--- src/rtl/lif_cfg_pkg.sv ---
// Shared constants and types for the LIF neuron configuration path.
// The neuron top level and the config test harness import this package too.
package lif_cfg_pkg;

    typedef enum logic [1:0] {
        IDLE  = 2'd0,
        LOAD  = 2'd1,
        CHECK = 2'd2
    } cfg_state_e;

    localparam logic [2:0] IDX_WEIGHT = 3'd0;
    localparam logic [2:0] IDX_LEAK1  = 3'd1;
    localparam logic [2:0] IDX_LEAK2  = 3'd2;
    localparam logic [2:0] IDX_THRESH = 3'd3;
    localparam logic [2:0] IDX_CYCLES = 3'd4;
    localparam logic [2:0] IDX_CSUM   = 3'd5;

    localparam int unsigned CFG_PAYLOAD_LEN = 5;

    typedef struct packed {
        logic [2:0] weight;
        logic [7:0] leak_rate_1;
        logic [7:0] leak_rate_2;
        logic [7:0] threshold;
        logic [3:0] leak_cycles_1;
        logic [3:0] leak_cycles_2;
    } lif_params_t;

    // Index of the final byte of a frame, which depends on checksum presence.
    function automatic logic [2:0] last_index(input bit csum_en);
        return csum_en ? IDX_CSUM : IDX_CYCLES;
    endfunction

endpackage

--- src/rtl/lif_cfg_watchdog.sv ---
// 8-bit inactivity timer: counts run cycles, clears on demand, and pulses
// timeout_o on the run cycle that brings the count to TIMEOUT_CYCLES.
module lif_cfg_watchdog #(
    parameter int unsigned TIMEOUT_CYCLES = 255
) (
    input  logic clk,
    input  logic reset,
    input  logic clear_i,
    input  logic run_i,
    output logic timeout_o
);

    localparam logic [7:0] LIMIT = 8'(TIMEOUT_CYCLES - 1);

    logic [7:0] timer_q;
    logic [7:0] timer_d;

    always_comb begin
        timer_d = timer_q;
        if (clear_i) begin
            timer_d = '0;
        end else if (run_i) begin
            timer_d = timer_q + 8'd1;
        end
    end

    always_ff @(posedge clk) begin
        if (reset) begin
            timer_q <= '0;
        end else begin
            timer_q <= timer_d;
        end
    end

    assign timeout_o = run_i && !clear_i && (timer_q == LIMIT);

endmodule

--- src/rtl/lif_param_loader.sv ---
// Byte-serial loader for the dual-leak LIF neuron: frames a parameter set,
// verifies its XOR checksum and commits it atomically to the active bank.
module lif_param_loader
    import lif_cfg_pkg::*;
#(
    parameter bit          CHECKSUM_EN    = 1'b1,
    parameter int unsigned TIMEOUT_CYCLES = 255
) (
    input  logic       clk,
    input  logic       reset,
    input  logic       cfg_start,
    input  logic [7:0] cfg_data,
    input  logic       cfg_valid,
    output logic       cfg_ready,
    output logic [2:0] weight_a,
    output logic [7:0] leak_rate_1,
    output logic [7:0] leak_rate_2,
    output logic [7:0] threshold,
    output logic [3:0] leak_cycles_1,
    output logic [3:0] leak_cycles_2,
    output logic       params_ready,
    output logic       cfg_error,
    output logic       busy
);

    localparam logic [2:0] LAST_IDX = last_index(CHECKSUM_EN);

    cfg_state_e  state_q,  state_d;
    logic [2:0]  idx_q,    idx_d;
    logic [7:0]  xor_q,    xor_d;
    logic [7:0]  csum_q,   csum_d;
    lif_params_t shadow_q, shadow_d;
    lif_params_t active_q, active_d;
    logic        ready_q,  ready_d;
    logic        err_q,    err_d;

    logic hs;
    logic wd_clear;
    logic wd_run;
    logic wd_timeout;

    assign cfg_ready = (state_q == LOAD);
    assign hs        = cfg_valid && cfg_ready;

    // A start pulse in LOAD restarts the frame, so it also restarts the idle timer.
    assign wd_clear = (state_q != LOAD) || cfg_start || hs;
    assign wd_run   = !wd_clear;

    lif_cfg_watchdog #(
        .TIMEOUT_CYCLES(TIMEOUT_CYCLES)
    ) u_watchdog (
        .clk      (clk),
        .reset    (reset),
        .clear_i  (wd_clear),
        .run_i    (wd_run),
        .timeout_o(wd_timeout)
    );

    always_comb begin
        state_d  = state_q;
        idx_d    = idx_q;
        xor_d    = xor_q;
        csum_d   = csum_q;
        shadow_d = shadow_q;
        active_d = active_q;
        ready_d  = ready_q;
        err_d    = err_q;

        unique case (state_q)
            IDLE: begin
                if (cfg_start) begin
                    state_d = LOAD;
                    idx_d   = '0;
                    xor_d   = '0;
                end
            end

            LOAD: begin
                if (cfg_start) begin
                    idx_d = '0;
                    xor_d = '0;
                end else if (hs) begin
                    unique case (idx_q)
                        IDX_WEIGHT: shadow_d.weight      = cfg_data[2:0];
                        IDX_LEAK1:  shadow_d.leak_rate_1 = cfg_data;
                        IDX_LEAK2:  shadow_d.leak_rate_2 = cfg_data;
                        IDX_THRESH: shadow_d.threshold   = cfg_data;
                        IDX_CYCLES: begin
                            shadow_d.leak_cycles_1 = cfg_data[3:0];
                            shadow_d.leak_cycles_2 = cfg_data[7:4];
                        end
                        default:    csum_d = cfg_data;
                    endcase
                    if (idx_q != IDX_CSUM) begin
                        xor_d = xor_q ^ cfg_data;
                    end
                    if (idx_q == LAST_IDX) begin
                        state_d = CHECK;
                    end else begin
                        idx_d = idx_q + 3'd1;
                    end
                end else if (wd_timeout) begin
                    err_d   = 1'b1;
                    state_d = IDLE;
                end
            end

            CHECK: begin
                if (!CHECKSUM_EN || (csum_q == xor_q)) begin
                    active_d = shadow_q;
                    ready_d  = 1'b1;
                    err_d    = 1'b0;
                end else begin
                    err_d = 1'b1;
                end
                state_d = IDLE;
            end

            default: state_d = IDLE;
        endcase
    end

    always_ff @(posedge clk) begin
        if (reset) begin
            state_q  <= IDLE;
            idx_q    <= '0;
            xor_q    <= '0;
            csum_q   <= '0;
            shadow_q <= '0;
            active_q <= '0;
            ready_q  <= 1'b0;
            err_q    <= 1'b0;
        end else begin
            state_q  <= state_d;
            idx_q    <= idx_d;
            xor_q    <= xor_d;
            csum_q   <= csum_d;
            shadow_q <= shadow_d;
            active_q <= active_d;
            ready_q  <= ready_d;
            err_q    <= err_d;
        end
    end

    assign weight_a      = active_q.weight;
    assign leak_rate_1   = active_q.leak_rate_1;
    assign leak_rate_2   = active_q.leak_rate_2;
    assign threshold     = active_q.threshold;
    assign leak_cycles_1 = active_q.leak_cycles_1;
    assign leak_cycles_2 = active_q.leak_cycles_2;
    assign params_ready  = ready_q;
    assign cfg_error     = err_q;
    assign busy          = (state_q != IDLE);

endmodule

--- config.mk ---
export PLATFORM = sky130hd
export DESIGN_NAME = lif_param_loader
export DESIGN_NICKNAME = d
export VERILOG_FILES = /design/src/rtl/lif_cfg_pkg.sv /design/src/rtl/lif_cfg_watchdog.sv /design/src/rtl/lif_param_loader.sv
export SDC_FILE = /design/constraint.sdc
export NUM_CORES = 1
export LEC_CHECK = 0
export CORE_MARGIN = 10
export CORE_UTILIZATION = 40
export DETAILED_ROUTE_END_ITERATION = 8
export MAX_ROUTING_LAYER = met4
export PLACE_DENSITY = 0.69
export SYNTH_ARGS = -nofsm -noshare
export SYNTH_HDL_FRONTEND = slang
export SYNTH_HIERARCHICAL = 1
export SYNTH_SLANG_ARGS = --single-unit
--- constraint.sdc ---
create_clock -name clk -period 5.5 [get_ports clk]
set_clock_uncertainty 0.1 [all_clocks]
set_input_delay 0.825 -clock clk [delete_from_list [all_inputs] [get_ports clk]]
set_output_delay 0.825 -clock clk [all_outputs]
set_load 0.02 [all_outputs]
# After elaboration in Yosys (flattened, before gate mapping)

Cells that the tools add are included.

Flip-flop bits (word level): 101
Logic and storage cells: 88

Add/subtract/negate cells: 2
Eq/ne operators: 20
Mux-type cells: 21
Bitwise logic cells: 3
Reductions and logical operators: 23

Operators by type and width:

| cell                                                                     | number |
|---|---|
| 4-bit AND reduction                                                      | 10 |
| 8-bit two-way mux                                                        | 4 |
| 8-bit case mux with 2 select lines                                       | 1 |
| 3-bit two-way mux                                                        | 4 |
| 2-bit two-way mux                                                        | 5 |
| 3-bit by 2-bit inequality test with 1-bit output (second input constant) | 3 |
| 8-bit by 1-bit adder with 8-bit output (second input constant)           | 1 |
| 8-bit == test                                                            | 1 |
| 8-bit == test (second input constant)                                    | 1 |
| 8-bit XOR                                                                | 1 |
| 3-bit by 2-bit == test with 1-bit output (second input constant)         | 2 |
| 3-bit == test (second input constant)                                    | 2 |
| 2-bit inequality test (second input constant)                            | 3 |
| 3-bit inequality test (second input constant)                            | 2 |
| 3-bit case mux with 2 select lines                                       | 1 |
| 2-bit nonzero test                                                       | 3 |
| 5-bit OR reduction                                                       | 1 |
| 1-bit two-way mux                                                        | 4 |
| 2-bit by 1-bit inequality test with 1-bit output (second input constant) | 2 |
| 2-bit case mux with 2 select lines                                       | 1 |
| 3-bit by 1-bit adder with 3-bit output (second input constant)           | 1 |
| 3-bit by 1-bit == test with 1-bit output (second input constant)         | 1 |
| 3-bit logical NOT                                                        | 1 |
| 3-bit by 1-bit inequality test with 1-bit output (second input constant) | 1 |
| 10 further kinds                                                         | 13 |

# Logic depth before layout (Yosys ltp)

Word-level depth: 9
Mapped depth: 9
Mapped depth without buffers: 8

# By module

Netlist, hierarchy kept.

Modules (own cells, without submodules):

| module           | instances | cells each | area each (um2) | seq. area each (um2) |
|---|---|---|---|---|
| lif_param_loader | 1         | 415        | 4033.9          | 1861.8 |
| lif_cfg_watchdog | 1         | 44         | 390.4           | 160.2 |

# Least setup slack after synthesis

OpenSTA, ideal clock, no wires.

Path type: input-to-reg
From: input port cfg_start
To: register state_q[0]
Setup time: 0.129 ns
Data arrival time: 2.181 ns
Required time: 5.271 ns
Path slack: 3.090 ns
Stages on the path: 8
Path buffers: 2
Cell sequence: buf_2 nor3_1 buf_4 nand4_4 nor4_1 nand2b_1 a31oi_1 nor3_1

Word-level cells in the longest chain between the ends: 6
Elaborated cells on any way between the ends: 8

RTL lines:

| what                                                       | line                    | RTL |
|---|---|---|
| start, declared                                            | lif_param_loader.sv:11  | `input logic cfg_start,` |
| 1-bit logical OR (2 in series)                             | lif_param_loader.sv:46  | `assign wd_clear = (state_q != LOAD) \|\| cfg_start \|\| hs;` |
| 1-bit logical NOT                                          | lif_param_loader.sv:47  | `assign wd_run = !wd_clear;` |
| named net wd_run                                           | lif_param_loader.sv:39  | `logic wd_run;` |
| 1-bit logical AND                                          | lif_cfg_watchdog.sv:35  | `assign timeout_o = run_i && !clear_i && (timer_q == LIMIT);` |
| named net wd_timeout                                       | lif_param_loader.sv:40  | `logic wd_timeout;` |
| 3-bit by 1-bit inequality test with 1-bit output (no line) | n/a                     |  |
| 4-bit AND reduction (no line)                              | n/a                     |  |
| end signal, assigned                                       | lif_param_loader.sv:134 | `state_q <= state_d;` |
| end, declared                                              | lif_param_loader.sv:28  | `cfg_state_e state_q, state_d;` |

The timed path passes the listed nets, and every way through them passes these cells.
A chain may end at the register's enable or synchronous reset.

# Final worst setup path

From: input port cfg_valid
To: register state_q[0]

Word-level cells in the longest chain between the ends: 6
Elaborated cells on any way between the ends: 10

RTL lines:

| what                                                       | line                   | RTL |
|---|---|---|
| start, declared                                            | lif_param_loader.sv:13 | `input logic cfg_valid,` |
| 1-bit logical AND                                          | lif_param_loader.sv:43 | `assign hs = cfg_valid && cfg_ready;` |
| 1-bit logical OR                                           | lif_param_loader.sv:46 |  |
| 1-bit logical NOT                                          | lif_param_loader.sv:47 |  |
| named net wd_run                                           | lif_param_loader.sv:39 |  |
| 1-bit logical AND                                          | lif_cfg_watchdog.sv:35 |  |
| named net wd_timeout                                       | lif_param_loader.sv:40 |  |
| 3-bit by 1-bit inequality test with 1-bit output (no line) | n/a                    |  |
| 4-bit AND reduction (no line)                              | n/a                    |  |

The timed path passes the listed nets, and every way through them passes these cells. The select of a mux whose other input is x is not followed.

==> results.sh <==
export IMPL_cts_resized=0
export IMPL_clockBufferDepth=2
export IMPL_antenna_found_initial=0
export IMPL_synth_compound_area_frac=0.06193
export IMPL_path_clk_slew_ns=0.10
export IMPL_critical_path_arrival_ns=3.36
export IMPL_ctsHoldBuffers=0
export IMPL_slowest_stage="nor3_1"
export IMPL_vias_per_cell=4.980
export IMPL_gp_congestion=0.7960
export IMPL_cts_tree="built"
export IMPL_synth_simple_area_share=0.2294
export IMPL_tns_ns=0
export IMPL_slew_violations=0
export IMPL_grt_usage=0.1179
export IMPL_first_iter_violations=220
export IMPL_rsz0062_at_grt="false"
export IMPL_ios=51
export IMPL_worst_hold_path_type="reg -> reg"
export IMPL_yosys_top_cells_area="dfxtp_1 46%, mux2i_1 16%, nand2b_1 10%"
export IMPL_post_route_min_period_ns=3.236
export IMPL_synth_top_family_by_area="simple AND/OR/NAND/NOR gates"
export IMPL_dp_slack_ns=1.904
export IMPL_netlist_area_um2=4424
export IMPL_ys_async_sr_fraction=0
export IMPL_p_per_area_nw_per_um2=246.4
export IMPL_hpwl_um=6224
export IMPL_worst_pin_slew_ns=1.066
export IMPL_cts_max_level=3
export IMPL_critPathCaptureType="flip-flop"
export IMPL_route_detailed_drc=0
export IMPL_ys_ff_latch=101
export IMPL_ys_seq_area_frac=0.4570
export IMPL_first_pass_iters=5
export IMPL_fp_dieH_um=125.2
export IMPL_nets=511
export IMPL_critPathKind="in -> reg"
export IMPL_insertion_delay_ns=0.37
export IMPL_overflow=0
export IMPL_slowest_delay_ns=0.93
export IMPL_mappedNetlistNets=478
export IMPL_whs_ns=0.3640
export IMPL_initial_core_util=0.4081
export IMPL_grt_pass1_vias=2941
export IMPL_setup_ws_ns=2.264
export IMPL_clockRootBuffer="clkbuf_8"
export IMPL_syn_avg_cell_area_um2=9.639
export IMPL_maxCapViolations=0
export IMPL_synth_common_cells="101 x dfxtp_1, 74 x nand2b_1, 70 x mux2i_1, 45 x nor2_1, 21 x a21oi_1"
export IMPL_wl_per_cell_um=14.48
export IMPL_path_max_fanout=10
export IMPL_start_kind="input pin"
export IMPL_chipWidth_um=125.2
export IMPL_p_total_mw=1.270
export IMPL_ir_drop_uv=148.4
export IMPL_detail_route_antenna_nets=0
export IMPL_synth_top_area_share=0.4570
export IMPL_maxSlewHeadroom=0.2838
export IMPL_yosysTopAreaCell="dfxtp_1"
export IMPL_hold_viol=0
export IMPL_grt_start_max_net_pins=65
export IMPL_synthToLayoutAreaGrowth_pct=16.46
export IMPL_syn_inst=459
export IMPL_core_um2=10840
export IMPL_synth_warnings=6
export IMPL_synth_edf_count=0
export IMPL_num_antenna_cells=0
export IMPL_p_leak_nw=1.889
export IMPL_fmax_mhz=309.0
export IMPL_num_vias=3172
export IMPL_die_area_um2=15670
export IMPL_cts_sinks=101
export IMPL_cts_buffers=9
export IMPL_crit_required_ns=5.63
export IMPL_layout_drive_gt1_share=0.06439
export IMPL_num_rows=38
export IMPL_portBuffers=50
export IMPL_synth_fa_ha_area_frac=0.01980
export IMPL_routed_wl_um=9221
export IMPL_grt_first_pass_wirelength_um=14990
export IMPL_ys_flop_type="dfxtp_1"
export IMPL_synth_xor_area_frac=0.02376
export IMPL_finalSetupViolations=0
export IMPL_synthMuxAreaShare=0.1584
export IMPL_yosysMostFrequentCell="dfxtp_1"
export IMPL_status="completed"
export IMPL_yosys_cell_types_count=40
export IMPL_cts_setup_buffers=0
export IMPL_fin_crit_sh=0.5884
export IMPL_path_cells="clkdlybuf4s50_1 -> nor3_1 -> inv_1 -> nand2b_1 -> nor4_1 -> nand2b_1 -> a31oi_1 -> nor3_1"
-- stage by stage --
step,area [µm²],utilization,std cells
after floorplan,4424,-,459
after global placement,4962,0.4578,621
after detailed placement,4962,0.4578,621
after CTS,5152,0.4753,637
after global routing,5152,0.4753,637
final,5152,0.4753,637
-- worst max-delay path, delay by kind of cell --
kind                   cells  cell delay [ns]
AO/OA/AOI/OAI              1             0.17
buffers and inverters      2             0.75
AND/OR/NAND/NOR            5             1.61
-- cell type report --
cell class              instances  area, µm²
clock buffers                   9      123.9
clock inverters                 7      66.31
fillers                      1043       5688
inverters                      16      60.06
multi-input cells             311       2187
flip-flops and latches        101       2022
well taps                     140      175.2
repair buffers                 53      518.0
-- sequential cells by signal, summed over array words and instances, names as in the netlist --
| register | cells |
|---|---|
| threshold | 8 |
| csum_q | 8 |
| leak_cycles_2 | 4 |
| shadow_q | 35 |
| leak_cycles_1 | 4 |
| u_watchdog/timer_q | 8 |
| idx_q | 3 |
| leak_rate_1 | 8 |
| weight_a | 3 |
| xor_q | 8 |
| state_q | 2 |
| cfg_error | 1 |
| leak_rate_2 | 8 |
| params_ready | 1 |
-- final timing paths --
| check | from | to | slack, ns | depth (start not counted) |
|---|---|---|---|---|
| worst min register to register | shadow_q[11] | shadow_q[11] | 0.36 | 2 |
| worst max-delay path | cfg_valid | state_q[0] | 2.26 | 8 |
| worst min-delay path | shadow_q[11] | shadow_q[11] | 0.36 | 2 |
| worst max register to register | state_q[1] | state_q[0] | 2.40 | 8 |
-- layer usage --
| layer | routed length (µm) | track usage | part of all wire |
|---|---|---|---|
| met5 | 0 | - | 0 |
| met4 | 194 | 0.05488 | 0.021 |
| met3 | 392 | 0.02619 | 0.043 |
| met2 | 4421 | 0.1827 | 0.48 |
| met1 | 4213 | 0.1429 | 0.46 |
-- report_power, final --
group / internal, mW / total, mW / switching, mW
Clock: 0.175 / 0.453 / 0.277
Combinational: 0.0316 / 0.0740 / 0.0425
Sequential: 0.736 / 0.743 / 0.00672
-- layout by cell type, fill, tap and decap left out, drive strengths merged, types with 3 or more instances in the layout --
cell,Yosys,final
a21oi,21,21
buf,12,4
clkbuf,19,9
clkdlybuf4s50,0,49
dfxtp,101,101
ha,7,7
inv,16,20
mux2i,70,70
nand2,16,16
nand2b,74,74
nand3,10,10
nand4,6,6
nor2,45,45
nor3,9,9
o21ai,4,4
o31ai,8,8
or3,4,4
or4,8,8
xnor2,9,9
xor2,3,3
-- cell families (layout without fill, tap and decap cells) --
family,Yosys count,after routing
AO/OA/AOI/OAI,42,42
adder cells (fa/ha/maj),7,7
buffers and inverters,47,85
flip-flops,101,101
multiplexers,70,70
XOR/XNOR,12,12
AND/OR/NAND/NOR,180,180
No activity file was read; power rests on OpenSTA's default activity.
